$ cat src/rtl/inst_fetch_queue_pkg.sv
// Shared fetch-queue types: opcodes, widths and FIFO entry layout.
// Imported by the fetch queue top and its FIFO.
package inst_fetch_queue_pkg;

    localparam int INST_W = 16;
    localparam int PC_W   = 16;

    typedef enum logic [3:0] {
        OP_MOV = 4'd0,
        OP_ADD = 4'd1,
        OP_JMP = 4'd2,
        OP_HLT = 4'd3,
        OP_LD  = 4'd4,
        OP_LDR = 4'd5,
        OP_JEQ = 4'd6,
        OP_ST  = 4'd7
    } opcode_e;

    typedef enum logic {
        S_FETCH  = 1'b0,
        S_HALTED = 1'b1
    } fq_state_e;

    typedef struct packed {
        logic [PC_W-1:0]   pc;
        logic [INST_W-1:0] inst;
    } fq_entry_t;

    function automatic logic is_hlt(input logic [INST_W-1:0] inst);
        return inst[INST_W-1 -: 4] == OP_HLT;
    endfunction

endpackage

$ cat src/rtl/inst_fetch_queue_fifo.sv
// Synchronous {pc,inst} FIFO between the memory return and decode.
// Flush empties it in one cycle; count is exposed for credit checks.
module fetch_fifo
    import inst_fetch_queue_pkg::*;
#(
    parameter int DEPTH = 4
) (
    input  logic                       clk,
    input  logic                       rst_n,
    input  logic                       i_flush,
    input  logic                       i_push,
    input  fq_entry_t                  i_data,
    input  logic                       i_pop,
    output fq_entry_t                  o_head,
    output logic [$clog2(DEPTH):0]     o_count
);

    localparam int AW = $clog2(DEPTH);
    localparam int CW = AW + 1;
    localparam logic [AW-1:0] PTR_ONE = 1;
    localparam logic [CW-1:0] CNT_ONE = 1;

    fq_entry_t       r_mem [DEPTH];
    logic [AW-1:0]   r_wr;
    logic [AW-1:0]   r_rd;
    logic [CW-1:0]   r_cnt;

    // Storage, pointers and occupancy; flush restarts both pointers.
    always_ff @(posedge clk or negedge rst_n) begin
        if (!rst_n) begin
            r_wr  <= '0;
            r_rd  <= '0;
            r_cnt <= '0;
            for (int i = 0; i < DEPTH; i++) r_mem[i] <= '0;
        end else if (i_flush) begin
            r_wr  <= '0;
            r_rd  <= '0;
            r_cnt <= '0;
        end else begin
            if (i_push) begin
                r_mem[r_wr] <= i_data;
                r_wr        <= r_wr + PTR_ONE;
            end
            if (i_pop) r_rd <= r_rd + PTR_ONE;
            if (i_push && !i_pop)      r_cnt <= r_cnt + CNT_ONE;
            else if (!i_push && i_pop) r_cnt <= r_cnt - CNT_ONE;
        end
    end

    assign o_head  = r_mem[r_rd];
    assign o_count = r_cnt;

    a_no_overflow: assert property (@(posedge clk) disable iff (!rst_n)
        !(i_push && !i_pop && !i_flush && (r_cnt == CW'(DEPTH))));

endmodule

$ cat src/rtl/inst_fetch_queue.sv
// Fetch front end: issues sequential reads, tags them with an epoch,
// buffers returns and hands one instruction per cycle to decode.
module inst_fetch_queue
    import inst_fetch_queue_pkg::*;
#(
    parameter int          DEPTH    = 4,
    parameter int          MEM_LAT  = 2,
    parameter logic [15:0] RESET_PC = 16'h0000
) (
    input  logic        clk,
    input  logic        rst_n,
    output logic        mem_ren,
    output logic [15:0] mem_raddr,
    input  logic [15:0] mem_rdata,
    input  logic        redirect_valid,
    input  logic [15:0] redirect_pc,
    output logic        d_valid,
    output logic [15:0] d_inst,
    output logic [15:0] d_pc,
    input  logic        d_ready,
    output logic        halted
);

    localparam int CW = $clog2(DEPTH) + 1;

    fq_state_e          r_state;
    fq_state_e          w_state_nxt;
    logic [15:0]        r_fetch_pc;
    logic               r_epoch;
    logic [MEM_LAT-1:0] r_pv;
    logic [MEM_LAT-1:0] r_pe;
    logic [15:0]        r_ppc [MEM_LAT];

    logic [CW-1:0]      w_count;
    fq_entry_t          w_head;
    fq_entry_t          w_ret;
    logic [15:0]        w_inflight;
    logic               w_credit;
    logic               w_issue;
    logic               w_ret_ok;
    logic               w_enq;
    logic               w_hlt;
    logic               w_dvalid;
    logic               w_pop;
    logic               w_epoch_flip;

    // Live in-flight reads (stale-epoch ones no longer hold a slot).
    always_comb begin
        w_inflight = '0;
        for (int i = 0; i < MEM_LAT; i++) begin
            if (r_pv[i] && (r_pe[i] == r_epoch)) begin
                w_inflight = w_inflight + 16'd1;
            end
        end
        w_credit = (16'(w_count) + w_inflight) < 16'(DEPTH);
    end

    assign w_ret_ok = r_pv[MEM_LAT-1] && (r_pe[MEM_LAT-1] == r_epoch);
    assign w_enq    = w_ret_ok && !redirect_valid;
    assign w_hlt    = w_enq && is_hlt(mem_rdata);
    assign w_dvalid = (w_count != '0) && !redirect_valid;
    assign w_pop    = w_dvalid && d_ready;
    assign w_ret    = '{pc: r_ppc[MEM_LAT-1], inst: mem_rdata};

    // Next state and issue decision; redirect overrides everything.
    always_comb begin
        w_state_nxt  = r_state;
        w_issue      = 1'b0;
        w_epoch_flip = 1'b0;
        unique case (r_state)
            S_FETCH: begin
                w_issue = w_credit && !redirect_valid && rst_n;
                if (w_hlt) begin
                    w_state_nxt  = S_HALTED;
                    w_epoch_flip = 1'b1;
                end
            end
            S_HALTED: begin
                w_issue = 1'b0;
            end
        endcase
        if (redirect_valid) begin
            w_state_nxt  = S_FETCH;
            w_epoch_flip = 1'b1;
        end
    end

    // FSM state register.
    always_ff @(posedge clk or negedge rst_n) begin
        if (!rst_n) r_state <= S_FETCH;
        else        r_state <= w_state_nxt;
    end

    // Fetch PC, epoch and the MEM_LAT-deep in-flight tag pipe.
    always_ff @(posedge clk or negedge rst_n) begin
        if (!rst_n) begin
            r_fetch_pc <= RESET_PC;
            r_epoch    <= 1'b0;
            r_pv       <= '0;
            r_pe       <= '0;
            for (int i = 0; i < MEM_LAT; i++) r_ppc[i] <= '0;
        end else begin
            if (w_epoch_flip) r_epoch <= ~r_epoch;
            if (redirect_valid) r_fetch_pc <= redirect_pc;
            else if (w_issue)   r_fetch_pc <= r_fetch_pc + 16'd1;
            r_pv[0]  <= w_issue;
            r_pe[0]  <= r_epoch;
            r_ppc[0] <= r_fetch_pc;
            for (int i = 1; i < MEM_LAT; i++) begin
                r_pv[i]  <= r_pv[i-1];
                r_pe[i]  <= r_pe[i-1];
                r_ppc[i] <= r_ppc[i-1];
            end
        end
    end

    fetch_fifo #(
        .DEPTH (DEPTH)
    ) u_fifo (
        .clk     (clk),
        .rst_n   (rst_n),
        .i_flush (redirect_valid),
        .i_push  (w_enq),
        .i_data  (w_ret),
        .i_pop   (w_pop),
        .o_head  (w_head),
        .o_count (w_count)
    );

    assign mem_ren   = w_issue;
    assign mem_raddr = r_fetch_pc;
    assign d_valid   = w_dvalid;
    assign d_inst    = w_head.inst;
    assign d_pc      = w_head.pc;
    assign halted    = (r_state == S_HALTED);

endmodule

$ cat config.mk
export PLATFORM = sky130hd
export DESIGN_NAME = inst_fetch_queue
export DESIGN_NICKNAME = d
export VERILOG_FILES = /design/src/rtl/inst_fetch_queue_pkg.sv /design/src/rtl/inst_fetch_queue_fifo.sv /design/src/rtl/inst_fetch_queue.sv
export SDC_FILE = /design/constraint.sdc
export NUM_CORES = 1
export LEC_CHECK = 0
export BUFFER_PORTS_ARGS = -buffer_cell sky130_fd_sc_hd__buf_2
export CORE_MARGIN = 1
export CORE_UTILIZATION = 58
export CTS_CLUSTER_SIZE = 25
export DETAILED_ROUTE_END_ITERATION = 12
export GPL_ROUTABILITY_DRIVEN = 0
export PLACE_DENSITY = 0.89
export REMOVE_ABC_BUFFERS = 1
export SLEW_MARGIN = 20
export SYNTH_ARGS = -nofsm -noshare
export SYNTH_HDL_FRONTEND = slang
export SYNTH_SLANG_ARGS = --single-unit
$ cat constraint.sdc
create_clock -name clk -period 2.9 [get_ports clk]
set_input_delay 0.145 -clock clk [delete_from_list [all_inputs] [get_ports clk]]
set_output_delay 0.145 -clock clk [all_outputs]
set_load 0.01 [all_outputs]
==> qor.csv <==
stage,metric,value,unit
clocking,Worst-Skew Late Latency,430,ps
power,Power per Cell Area,875.1,nW/um2
finish,Layout area overhead,18.78,%
routing,Vias,4813,
floorplanning,die span in y,119.1,um
yosys,share of the synthesized area in the top cell type,59.49,%
floorplanning,Initial Util,59.80,%
yosys,ys async rst share,100.0,%
critical_path,CP max FO,7,
clocking,Post-CTS Setup Bufs,0,
yosys,Synth area leaders,"dfrtp_1 59%, mux2_2 18%, mux4_2 9.1%, ha_1 1.1%, buf_2 1.0%",
clocking,root buf cell,clkbuf_16,
critical_path,max incr delay on CP,450,ps
sta,# setup viols final,0,
sta,RSZ-0062 raised after global routing,false,
clocking,clk buf depth,2,
finish,# fillers,843,
placement,Post-DP HPWL,10430,um
clocking,Sink Count,189,
clocking,Inserted Clock Buffers,17,
worst_hold_path,worst hold path endpoint,u_fifo.r_mem[37],
placement,port buffer count,86,
routing,WL final,16330,um
sta,Hold Fails Final Rpt,0,
floorplanning,DIE AREA,14180,um2
critical_path,Worst EP arrival,2570,ps
floorplanning,Placeable Area,13300,um2
global_routing,initial antenna violation count,0,
floorplanning,row cnt,42,
sta,final count of pins violating max slew,0,
finish,n_diodes,0,
sta,setup TNS,0,ps
floorplanning,die width,119.1,um
routing,drt drc,0,
sta,Fin Hold WS,7.639,ps
worst_hold_path,Min-Delay Path Class,input port to flip-flop,
critical_path,CP endpoint kind,output pin,
sta,skew final,6.672,ps
run,max-cap viol count,0,
worst_hold_path,HP Start,mem_rdata[5],
clocking,clock slew seen by the registers of the worst setup and hold paths,60,ps
critical_path,Slowest cell on crit path,dfrtp_1,
routing,Wirelength per Cell,19.91,um
critical_path,"Req. time, crit path",2760,ps
sta,Fmax,0.3690,GHz
critical_path,FF-to-FF End,mem_raddr[12],
sta,Final period util,93.46,%
status,status,finished clean,
yosys,Unique masters post-synth,39,
routing,vias per cell,5.870,
yosys,cell area after synthesis,7950,um2
critical_path,Critical Path Source Type,flip-flop,
critical_path,CP top delay family,simple AND/OR/NAND/NOR gates,
yosys,"Seq/Total Area, Yosys",59.49,%
power,Pleak,4.517,nW
routing,Routed Antenna Nets,0,
yosys,syn_area_per_cell,15.35,um2
global_routing,Total GRT Usage,25.16,%
yosys,most common cell in the synthesized netlist,dfrtp_1,
yosys,top cells by instance count after synthesis,"189 x dfrtp_1, 130 x mux2_2, 32 x mux4_2, 21 x nor2_1, 18 x nand2_1",
critical_path,FF-to-FF Start,r_epoch,
worst_hold_path,hold depth,2,
yosys,ys flop type,dfrtp_1,
power,maximum VDD drop,0.4939,mV
critical_path,CP bufs+invs,2,
global_routing,vias in the first global route,5255,
routing,TritonRoute pass-1 iters,5,
yosys,cells after synthesis,518,
critical_path,CP Class,flip-flop to output pin,
global_routing,GRT overflow,0,
global_routing,first-pass GRT wire length,26830,um
floorplanning,boundary pin count,87,
global_routing,largest net degree at the start of global routing,62,
yosys,post-synth top area cell,dfrtp_1,
critical_path,reg2reg setup slack,280,ps
critical_path,critical-path cell list,xnor2_1 > nand2_1 > inv_1 > ha_1 > ha_1 > nor4b_4 > nand2_1 > nor2_1 > buf_2,
yosys,#FFs+latches synth,189,
sta,fin crit period,2710,ps
yosys,Post-synth EDFFs,0,
sta,worst-margin pin slew,725.2,ps
sta,slew margin rel.,51.65,%
clocking,post-CTS sizing,0,
finish,share of layout cells above drive strength 1,46.27,%
yosys,warnings from Yosys,0,
clocking,CTS tree,done,
clocking,H-tree Lvls,4,
finish,nets,676,
critical_path,worst-case reg-to-reg path depth,9,
routing,DRT iter0 DRCs,302,
worst reg2reg max path: stages, from the launching register on:
cell and delay, ps:
dfrtp_1 450, xnor2_1 180, nand2_1 110, inv_1 60, ha_1 180, ha_1 210
nor4b_4 420, nand4_4 230, or4_1 540, a31oi_1 170
stage by stage:
step / power (mW) / instances / worst slack, ps / instance area [um2] / utilization (%)
floorplan: 4.986 / 492 / 380.4 / 7833 / -
global placement: 5.674 / 766 / 425.5 / 8596 / 64.65
detailed placement: 5.877 / 766 / 314.5 / 8596 / 64.65
CTS: 8.326 / 820 / 170.2 / 9443 / 71.02
global route: 8.646 / 820 / 2.332 / 9443 / 71.02
finish: 8.263 / 820 / 189.6 / 9443 / 71.02
placed cells by master, fill, tap and decap left out, drive strengths merged, types with 3 or more instances in the layout:
master and n:
dfrtp 189, mux2 130, buf 97, mux4 33
clkbuf 25, dlygate4sd3 23, nor2 21, nand2 18
inv 11, o21ai 11, xor2 8, nand3 7
ha 7, nand4 7, a31oi 6, xnor2 5
nor3 4, bufinv 4, o31a 4, and4 4
and2 3, and3 3, nand2b 3, clkinv 3
or3 3
power by group:
group          internal [mW]  total, mW  switching, mW
combinational           1.26       2.25          0.994
sequential              3.19       3.60          0.406
clock                   1.50       2.41          0.909
total                   5.96       8.26           2.31
routing by layer:
metal	part of all wire (%)	global-route usage, %	up-vias
met1	41	31.27	2526
met4	2.2	9.810	0
met5	0	0	-
met3	3.9	4.119	31
met2	53	44.08	147
li1	-	-	2109
cells by family (layout without fill, tap and decap cells):
group           after synthesis  in the layout  synth area share (%)
compound gates               29             29                 2.392
simple gates                 77             77                 5.272
buf+inv                      37            163                 1.999
flops                       189            189                 59.49
xor+xnor                     13             13                 1.432
fa+ha+maj                     8              8                 1.353
mux                         165            165                 28.06
how the worst max path moves through the flow:
| stage | start | endpoint | cells past startpoint |
|---|---|---|---|
| finish | r_epoch | mem_ren | 9 |
| global route | r_epoch | mem_ren | 9 |
| CTS | r_epoch | mem_ren | 9 |
| detailed placement | r_epoch | mem_raddr[12] | 8 |
| global placement | r_epoch | mem_raddr[12] | 8 |
| floorplan | r_epoch | mem_raddr[12] | 9 |
state kept, by name, indices dropped and copies added (netlist names):
signal          cells
r_pv                2
u_fifo.r_mem      128
r_epoch             1
u_fifo.r_wr         2
u_fifo.o_count      3
r_pe                2
halted              1
r_ppc              32
mem_raddr          16
u_fifo.r_rd         2
cell type report:
cell class	instances	area [um2]	area share, %
sequential	189	4731	50.10
clock inverter	7	135.1	1.431
multi-input combinational	292	3062	32.42
inverter	11	41.29	0.4373
tap	176	220.2	2.332
timing repair buffer	121	772.0	8.175
clock buffer	24	481.7	5.101
timing repair:
item                                    CTS  global route
endpoints found under the hold margin    72             0
endpoints found under the setup margin    0             0
hold buffers                             23             0
(Power assumes the default switching activity.)
